### src/rtl/sad_abs_diff_accumulator.sv
// ============================================================================
// Module   : sad_abs_diff_accumulator
// Purpose  : Streaming sum-of-absolute-differences engine over WINDOW byte
//            pairs, with valid/ready handshakes on input and output.
// Options  : SAD_SPIKE_EN adds the thresh input and the spike output.
// Revision : 1.0 - initial release
// ============================================================================
`default_nettype none

module sad_abs_diff_accumulator #(
    parameter int WIDTH  = 8,
    parameter int WINDOW = 16,
    parameter int ACC_W  = 12,
    parameter int CNT_W  = 5
) (
    input  logic             clk,
    input  logic             rst,
    input  logic             in_valid,
    output logic             in_ready,
    input  logic [WIDTH-1:0] a,
    input  logic [WIDTH-1:0] b,
    output logic             out_valid,
    input  logic             out_ready,
    output logic [ACC_W-1:0] sad,
    output logic             busy
`ifdef SAD_SPIKE_EN
    ,
    input  logic [ACC_W-1:0] thresh,
    output logic             spike
`endif
);

    typedef enum logic [1:0] {
        ST_ACCUM = 2'd0,
        ST_DRAIN = 2'd1,
        ST_HOLD  = 2'd2
    } state_t;

    localparam logic [CNT_W-1:0] c_window = CNT_W'(WINDOW);

    state_t             r_state;
    state_t             w_state_nxt;
    logic [CNT_W-1:0]   r_count;
    logic [ACC_W-1:0]   r_acc;
    logic [WIDTH:0]     w_diff;
    logic [WIDTH-1:0]   w_mag;
    logic [WIDTH-1:0]   r_d;
    logic [WIDTH-1:0]   r_mag;
    logic               r_borrow;
    logic               r_v1;
    logic               r_v2;
    logic               r_out_valid;
    logic [ACC_W-1:0]   r_sad;
    logic               w_accept;
    logic               w_load;
    logic               w_release;

    assign in_ready  = (r_state == ST_ACCUM) && (r_count < c_window);
    assign w_accept  = in_valid && in_ready;
    assign out_valid = r_out_valid;
    assign sad       = r_sad;
    assign busy      = !((r_state == ST_ACCUM) && (r_count == '0));

    // a - b as a + ~b + 1; a clear carry-out means the result went negative
    assign w_diff = {1'b0, a} + {1'b0, ~b} + (WIDTH+1)'(1);
    assign w_mag  = r_borrow ? (~r_d + WIDTH'(1)) : r_d;

    always_ff @(posedge clk) begin
        if (rst) begin
            r_state <= ST_ACCUM;
        end else begin
            r_state <= w_state_nxt;
        end
    end

    always_comb begin
        w_state_nxt = r_state;
        w_load      = 1'b0;
        w_release   = 1'b0;
        case (r_state)
            ST_ACCUM: begin
                if (w_accept && (r_count == c_window - CNT_W'(1))) begin
                    w_state_nxt = ST_DRAIN;
                end
            end
            ST_DRAIN: begin
                if (!r_v1 && !r_v2) begin
                    w_state_nxt = ST_HOLD;
                    w_load      = 1'b1;
                end
            end
            ST_HOLD: begin
                if (out_ready) begin
                    w_state_nxt = ST_ACCUM;
                    w_release   = 1'b1;
                end
            end
            default: begin
                w_state_nxt = ST_ACCUM;
            end
        endcase
    end

    // Two-stage subtract/magnitude pipeline feeding the accumulator
    always_ff @(posedge clk) begin
        if (rst) begin
            r_d      <= '0;
            r_borrow <= 1'b0;
            r_v1     <= 1'b0;
            r_mag    <= '0;
            r_v2     <= 1'b0;
        end else begin
            if (w_accept) begin
                r_d      <= w_diff[WIDTH-1:0];
                r_borrow <= ~w_diff[WIDTH];
            end
            r_v1  <= w_accept;
            r_mag <= w_mag;
            r_v2  <= r_v1;
        end
    end

    always_ff @(posedge clk) begin
        if (rst || w_release) begin
            r_count <= '0;
            r_acc   <= '0;
        end else begin
            if (w_accept) begin
                r_count <= r_count + CNT_W'(1);
            end
            if (r_v2) begin
                r_acc <= r_acc + ACC_W'(r_mag);
            end
        end
    end

    always_ff @(posedge clk) begin
        if (rst) begin
            r_out_valid <= 1'b0;
            r_sad       <= '0;
        end else if (w_load) begin
            r_out_valid <= 1'b1;
            r_sad       <= r_acc;
        end else if (w_release) begin
            r_out_valid <= 1'b0;
        end
    end

`ifdef SAD_SPIKE_EN
    logic r_spike;

    always_ff @(posedge clk) begin
        if (rst || w_release) begin
            r_spike <= 1'b0;
        end else if (w_load) begin
            r_spike <= (r_acc > thresh);
        end
    end

    assign spike = r_spike;
`endif

endmodule

`default_nettype wire

### config.mk
export PLATFORM = sky130hd
export DESIGN_NAME = sad_abs_diff_accumulator
export DESIGN_NICKNAME = d
export VERILOG_FILES = /design/src/rtl/sad_abs_diff_accumulator.sv
export SDC_FILE = /design/constraint.sdc
export NUM_CORES = 1
export LEC_CHECK = 0
export ABC_AREA = 1
export CAP_MARGIN = 20
export CORE_MARGIN = 4
export CORE_UTILIZATION = 30
export DETAILED_ROUTE_END_ITERATION = 8
export GPL_ROUTABILITY_DRIVEN = 0
export PLACE_DENSITY = 0.5
export SYNTH_ARGS = -nofsm -noshare
export SYNTH_HDL_FRONTEND = slang
export SYNTH_SLANG_ARGS = --single-unit
### constraint.sdc
create_clock -name clk -period 2.58 [get_ports clk]
set_input_delay 0.516 -clock clk [delete_from_list [all_inputs] [get_ports clk]]
set_output_delay 0.516 -clock clk [all_outputs]
set_load 0.05 [all_outputs]
==> run metrics <==
chip height 103.7 um; register bit count reported by yosys 51; VDD IR max 0.2475 mV; share of cells above drive strength 1 ~6%; Sink Count 51; vias in the first global route 2349; Max Clk Rate between 400 and 500 MHz; CP max FO 3; final hold vios 0; Post-CTS Setup Inserts 0; Async SR Flop Fraction 0%; Worst EP required 2.06 ns; final setup vio count 0; Crit path arrival time 1.84 ns; total gr overflow 0; total negative slack 0 ns; largest net degree at the start of global routing 24; fillers 962; final instance area 3307 sq um; Pint 1.195 mW; Synth area leaders dfxtp_1, ha_1, nand2_1; Syn Nets 428; Total GRT Usage 11.45%; Total Wirelength just under 6 mm; syn_area_per_cell 7.125 sq um; Synth top area share a little under two fifths; Post-Syn Area 2750 sq um; EDFF count, synth 0; Area after DPL 3203 sq um; WL per Instance 11.05 um; Switching Fraction 27.93%; period utilization roughly nine tenths; Pre-Repair DR Iteration Count 4; FP Rows 34; Tot Pwr 1.658 mW; unrepaired setup endpoints after global routing false; Slew Viols, Final 0; clock skew 0.008315 ns; Root Buffer clkbuf_8; DRC 0; max-cap viol count 0; Die ar. ~11000 sq um; antenna violations before repair 0; Clk Latency, worst-skew pair 0.30 ns; Routed Antenna Nets 0; drt via density between 4 and 5; pwr/cell area 501.5 nW/um^2; largest area contributor in the netlist dfxtp_1; logic gate share of total power around 18%; DR iter-0 viols between 80 and 90; non-filler instance count after layout about 530; Vias 2420; library cells used by synthesis 36; placed cells between 500 and 600; Slew @ Worst Pin roughly 0.5 ns; CTS max path bufs 2; fin nets 465; hold_buf cts 0; I/O pins 35; P&R area growth vs syn 20.25%; Worst setup SP type flop; Final min period 2.358 ns; Die X around 100 um; Crit. End Element output port; core box area 8806 sq um; port bufs 34; leak pwr about 1.5 nW; initial core utilization 31.23%; CTS clk-pin slew, worst paths 0.09 ns; outcome completed; TritonCTS Buffers 5; # diodes 0; Worst slew margin between 60% and 70%; post-cts resize count 0; clock share of power 30.7%; Hold WC Path Type reg -> reg; Synth Flop Type dfxtp_1; CTS tree yes; Crit Path Class reg -> out; part of the power in registers 51.3%; DP Wirelength 4.581 mm; Synth Instances about 390; synth warn 0; H-tree levels 2; P_sw ~460 uW; register area share after synthesis 37.12%; first-pass GRT wire length 10.51 mm
[area by class of cell]
type | instances | area (sq um) | area share, %
Multi-Input combinational cell | 268 | 1455 | 44.00
Sequential cell | 51 | 1021 | 30.87
Timing Repair Buffer | 38 | 370.4 | 11.20
Inverter | 59 | 221.5 | 6.697
Tap cell | 108 | 135.1 | 4.086
Clock buffer | 7 | 96.34 | 2.913
Clock inverter | 1 | 7.507 | 0.2270
[registers in the layout (all words and copies together), names as in the netlist]
name,flops
r_acc,12
sad,12
r_d,8
r_mag,8
r_count,5
r_state,2
out_valid,1
r_borrow,1
r_v1,1
r_v2,1
[per-stage QoR]
stage | utilization (%) | setup WS, ns | hold slack [ns]
finish | 37.55 | 0.2219 | 0.4523
detailed placement | 36.37 | 0.2137 | 0.4425
global placement | 36.37 | 0.2434 | 0.4360
floorplan | - | 0.6045 | 0.4213
CTS | 37.55 | 0.2020 | 0.4544
global route | 37.55 | 0.1159 | 0.4805
[kinds of logic (layout without fill, tap and decap cells)]
| group | count (synthesis) | in the layout | share of synthesized area, % |
|---|---|---|---|
| flip-flops | 51 | 51 | 37.12 |
| adder cells (fa/ha/maj) | 22 | 22 | 10.56 |
| AND/OR/NAND/NOR | 171 | 171 | 27.39 |
| buffers and inverters | 67 | 105 | 9.963 |
| XOR/XNOR | 4 | 4 | 1.274 |
| AO/OA/AOI/OAI | 71 | 71 | 13.69 |
[worst max-delay path, stage by stage, from the launching register on]
cell             delay [ns]
dfxtp_1                0.38
inv_1                  0.08
ha_1                   0.20
nand4_1                0.09
clkdlybuf4s50_1        0.80
[power by group through the flow]
stage                     clock network (mW)  logic (mW)  registers (mW)
after detailed placement                   0       0.301           0.870
after global placement                     0       0.297           0.870
after floorplan                            0       0.219           0.860
final                                  0.510       0.298           0.851
after global routing                   0.554       0.347           0.856
after CTS                              0.527       0.302           0.851
[layout by cell type (no fill, tap or decap), drive strengths merged, types with 2 or more instances in the layout]
cell            n
nand2          70
clkdlybuf4s50  34
xor2            2
buf             4
a21o            2
xnor2           2
o21ai          29
inv            58
clkbuf          7
ha             20
nor3            6
or2             2
nand3          29
nor2           57
fa              2
dfxtp          51
o21a            2
nand3b          3
nand4           3
a21oi          36
[cell usage after synthesis (2+ instances only)]
cell type / number
a21oi_1: 36
buf_2: 2
buf_6: 2
dfxtp_1: 51
fa_1: 2
ha_1: 20
inv_1: 56
inv_2: 2
nand2_1: 66
nand2_2: 4
nand3_1: 28
nand3b_1: 3
nand4_1: 3
nor2_1: 54
nor3_1: 6
o21a_1: 2
o21ai_0: 28
xnor2_1: 2
xor2_1: 2
[worst paths after layout]
| kind | cells past startpoint | slack (ns) | end | start |
|---|---|---|---|---|
| max | 4 | 0.22 | busy | r_count[0] |
| min | 2 | 0.45 | r_v2 | r_v1 |
| max reg2reg | 8 | 0.88 | r_acc[10] | r_acc[0] |
| min reg2reg | 2 | 0.45 | r_v2 | r_v1 |
[per-layer routing]
layer,up-vias,share of wire [%],global-route usage [%]
li1,1309,-,-
met1,1066,50,15.14
met2,41,46,19.21
met3,4,3.8,2.488
met4,0,0.65,2.469
met5,-,0,0
(Power assumes the default switching activity.)
==> RTL change 1 (config.mk and constraints unchanged) <==
Change the parameter `WIDTH` from 8 to 9.
--- a/src/rtl/sad_abs_diff_accumulator.sv
+++ b/src/rtl/sad_abs_diff_accumulator.sv
@@ -9,5 +9,5 @@
 
 module sad_abs_diff_accumulator #(
-    parameter int WIDTH  = 8,
+    parameter int WIDTH  = 9,
     parameter int WINDOW = 16,
     parameter int ACC_W  = 12,
Interface: changed (resized a and b); port bits go from 35 to 37. No check against the original RTL was run, so the function may have changed too.
==> RTL change 1 against the original RTL <==
Area after synthesis increased by 9.2%; design area increased by 9.0%; total power increased by 8.5%; routed wire length increased by 8.4%; die area increased by 8.5%; utilization decreased by 0.66 points; combinational power increased by 11%; worst setup slack improved by 0.012 ns; sequential cell count increased by 2; critical path depth unchanged; sequential share of layout area decreased by 1.4 points; clock power increased by 14%; sequential power increased by 4.1%; highest routed layer unchanged.
==> RTL change 1: results (changes against the original RTL) <==
==================================================================================
Worst-case hold slack                                                    0.4740 ns   +0.02171 ns
Length of routed met2 wiring                                              3.033 mm   +13%
Largest net degree at the start of global routing                               19   -21%
Adder-cell share of the synthesized area                                    10.50%   -0.059 points
Post-layout nets                                                               508   +9.2%
Area of the multi-input gates                                           1620 sq um   +11%
Synth Area in XOR/XNOR                                                      2.041%   +0.77 points
DRT iter0 DRCs                                                                  49   -44%
Share of final-layout standard cells stronger than drive strength 1         7.127%   +1.2 points
Post-CTS Setup Repair Bufs                                                       0   unchanged
Count of filler cells inserted in the layout                                 1,069   +11%
Power consumed by combinational cells                                       332 uW   +11%
Mapped Nets                                                                    471   +10%
Total area of sequential cells                                          1061 sq um   +3.9%
Number of antenna cells inserted                                                 0   unchanged
Met3 routed wirelength                                                 177 microns   -22%
Total routing resource utilization after global routing                     11.35%   -0.095 points
Non-clock inverter count                                                        68   +15%
Leakage dissipation                                                       1.660 nW   +9.4%
GR met2 Demand/Resource                                                     20.52%   +1.3 points
Total wire length after detailed routing                                  6.371 mm   +8.4%
Clock latency at the later pin of the worst-skew pair                      0.31 ns
Worst-case vdd ir drop                                                 0.0002238 V   -9.6%
Worst setup skew after layout                                          0.007497 ns   -0.0008181 ns
GR met1 Demand/Resource                                                     13.61%   -1.5 points
PortBufs                                                                        36   +5.9%
Share of the synthesized area in compound gates (AO/OA/AOI/OAI)             14.70%   +1.0 points
Number of distinct library cells after synthesis                                35   -2.8%
Total via count after detailed routing                                       2,601   +7.5%
Period utilization                                                          90.92%   -0.48 points
Detailed placement HPWL                                                   5.088 mm   +11%
Sequential fraction of the synthesis area                                   35.32%   -1.8 points
Seq power                                                                   886 uW   +4.1%
First-pass GRT wire length                                                10.80 mm   +2.8%
Cell chosen for the clock root                                            clkbuf_8
Cell types occupying the most area after synthesis                    dfxtp_1, nand2_1, ha_1
Worst setup slack before clock tree synthesis                            0.2265 ns   +0.01281 ns
M1 wire length                                                            3.075 mm   +5.1%
Instance area after placement                                           3493 sq um   +9.1%
Top cell types by occurrence after synthesis                          nand2_1, inv_1, nor2_1, dfxtp_1, a21oi_1
Psw                                                                       510.8 uW   +10%
Vias in the first global route                                               2,434   +3.6%
FFs & Latches                                                                   53   +3.9%
Non-clock buffer count                                                          40   +5.3%
Status                                                                finished, final reports clean
Non-clock buffers, area share                                               10.83%   -0.37 points
Global Route met3 Usage                                                     2.030%   -0.46 points
Register-to-register setup slack                                           0.84 ns   -0.04 ns
Transition at the pin with the smallest max-transition slack             0.5011 ns   +0.003236 ns
Clock network area share                                                    3.123%   -0.018 points
Multi-input gate share of the layout cell area                              44.93%   +0.93 points
Share of synthesized registers carrying an async set or reset                   0%   unchanged
Comb_multi_in                                                                  294   +9.7%
==================================================================================
## RTL change 1: cell types whose count changed after synthesis, moves of 3 or more
cell     unedited run  this run
o21ai_1             0         5
nand2_1            66        75
a21oi_2             0         3
nand3_1            28        22
nand3_2             1         5
a21oi_1            36        33
nor2_1             54        63
inv_1              56        65
## RTL change 1: worst max-delay path, stage by stage, from the launching register on
cell	delay, ns
dfxtp_1	0.37
inv_1	0.08
ha_1	0.20
nand4_1	0.08
clkdlybuf4s50_1	0.80
## RTL change 1: worst paths after layout
| kind | from | to | cells past startpoint |
|---|---|---|---|
| worst min-delay path | r_v1 | r_v2 | 2 |
| worst max register to register | r_acc[0] | r_acc[8] | 9 |
| worst min register to register | r_v1 | r_v2 | 2 |
| worst max-delay path | r_count[0] | busy | 4 |
## RTL change 1: stage by stage
stage | power, mW | std cells
4_1_cts | 1.832 | 596
2_1_floorplan | 1.139 | 425
3_3_place_gp | 1.239 | 588
6_report | 1.800 | 596
5_1_grt | 1.911 | 596
3_5_place_dp | 1.241 | 588
==> RTL change 2 (same settings) <==
Made on the original files. The 3 states of `state_t` get a one-hot encoding in 3 bits.
--- a/src/rtl/sad_abs_diff_accumulator.sv
+++ b/src/rtl/sad_abs_diff_accumulator.sv
@@ -31,8 +31,8 @@
 );
 
-    typedef enum logic [1:0] {
-        ST_ACCUM = 2'd0,
-        ST_DRAIN = 2'd1,
-        ST_HOLD  = 2'd2
+    typedef enum logic [2:0] {
+        ST_ACCUM = 3'b001,
+        ST_DRAIN = 3'b010,
+        ST_HOLD  = 3'b100
     } state_t;
 
Behaviour: no difference found for any inputs over 10 cycles, from zero or initial values and one cycle with rst high; not proved beyond that.
==> RTL change 2 against the original RTL <==
Sequential cell count is 1 higher; hold slack better by 0.011 ns; design area is 1.4% higher; non-clock buffer count is 3 higher; routed wire length is 1.5% lower; worst setup slack better by 0.0040 ns; combinational power is 5% lower; total power is 1.4% lower; area after synthesis is 1.5% higher; sequential power is 1% higher; clock skew is 0.0015 ns lower.
==> RTL change 2: results (changes against the original RTL) <==
==================================================================================
Largest net degree at the start of global routing                               23   -4.2%
Met3 routed wirelength                                                 159 microns   -30%
Status                                                                finished, final reports clean
GR met2 Demand/Resource                                                     20.20%   +1.0 points
Relative slew slack                                                         66.56%   -0.14 points
Post-route DRC violation count                                                   0   unchanged
Total via count after detailed routing                                       2,454   +1.4%
Worst-case vdd ir drop                                                 0.0001921 V   -22%
Largest stage delay on the critical path                                   0.82 ns   +0.02 ns
Count of filler cells inserted in the layout                                   938   -2.5%
Top cell types by occurrence after synthesis                          nand2_1, inv_1, nor2_1, dfxtp_1, a21oi_1
First-pass GRT wire length                                                10.05 mm   -4.3%
Share of the synthesized area in compound gates (AO/OA/AOI/OAI)             14.35%   +0.66 points
Global Route met3 Usage                                                     1.241%   -1.2 points
Length of routed met2 wiring                                              2.775 mm   +3.3%
Clk slew on worst S/H paths                                                0.09 ns   about the same
Share of final-layout standard cells stronger than drive strength 1         5.800%   -0.096 points
Total wire length after detailed routing                                  5.785 mm   -1.5%
Mapped Nets                                                                    434   +1.4%
Worst-path maximum fanout                                                        4   +1
R2R Path Start                                                            r_acc[0]
Leakage dissipation                                                       1.575 nW   +3.9%
DRT Pass-1 Iters                                                                 4   unchanged
RR Endpoint                                                               r_acc[8]
Register-to-register setup slack                                           0.83 ns   -0.05 ns
Worst-case hold slack                                                    0.4635 ns   +0.01118 ns
Number of distinct library cells after synthesis                                32   -11%
Worst setup skew after layout                                          0.006843 ns   -0.001472 ns
Adder-cell share of the synthesized area                                    10.40%   -0.15 points
Cell types occupying the most area after synthesis                    dfxtp_1, nand2_1, ha_1
R2r worst-path depth                                                            11   +3
Post-CTS Setup Repair Bufs                                                       0   unchanged
Worst hold path startpoint                                               out_valid
Synth Area in XOR/XNOR                                                      1.570%   +0.30 points
DRT iter0 DRCs                                                                  57   -35%
CP arrival                                                                 1.84 ns   about the same
Total routing resource utilization after global routing                     10.93%   -0.52 points
Cell with the largest stage delay on the worst path                   clkdlybuf4s50_1
Vias in the first global route                                               2,280   -2.9%
Sequential fraction of the synthesis area                                   37.31%   +0.18 points
M1 wire length                                                            2.764 mm   -5.5%
Endpoint of the worst setup timing path                                   in_ready
Worst hold path endpoint                                                 out_valid
Multiplexer share of the synthesized area                                       0%   unchanged
Worst Hold Class                                                      flop to flop
Worst setup path startpoint                                             r_state[2]
GR met1 Demand/Resource                                                     12.97%   -2.2 points
Worst setup slack before clock tree synthesis                            0.1406 ns   -0.07308 ns
Detailed placement HPWL                                                   4.551 mm   -0.65%
Most instantiated flip-flop cell in the synthesis netlist                  dfxtp_1
Post-layout nets                                                               473   +1.7%
==================================================================================
RTL change 2: cell types whose count changed after synthesis, sizes merged, moves of 2 or more:
cell,unedited run,this run
o21ai,29,31
inv,58,60
nand3,29,27
nand3b,3,0
nor2,57,55
nor3,6,11
RTL change 2: through the flow:
step	std cells	area, sq um	total power, mW
6_report	539	3354	1.636
3_5_place_dp	532	3258	1.165
2_1_floorplan	392	2790	1.073
3_3_place_gp	532	3258	1.161
5_1_grt	539	3354	1.739
4_1_cts	539	3354	1.669
RTL change 2: final cells by class:
type / count / area share (%)
multi-input combinational: 270 / 43.49
sequential: 52 / 31.03
timing repair buffer: 41 / 11.71
inverter: 61 / 6.863
tap: 108 / 4.028
clock buffer: 7 / 2.872
RTL change 2: report_power, final:
part	switching [mW]	total (mW)	internal, mW
logic	0.159	0.282	0.123
registers	0.0234	0.861	0.838
clock network	0.253	0.492	0.239
total	0.436	1.64	1.20
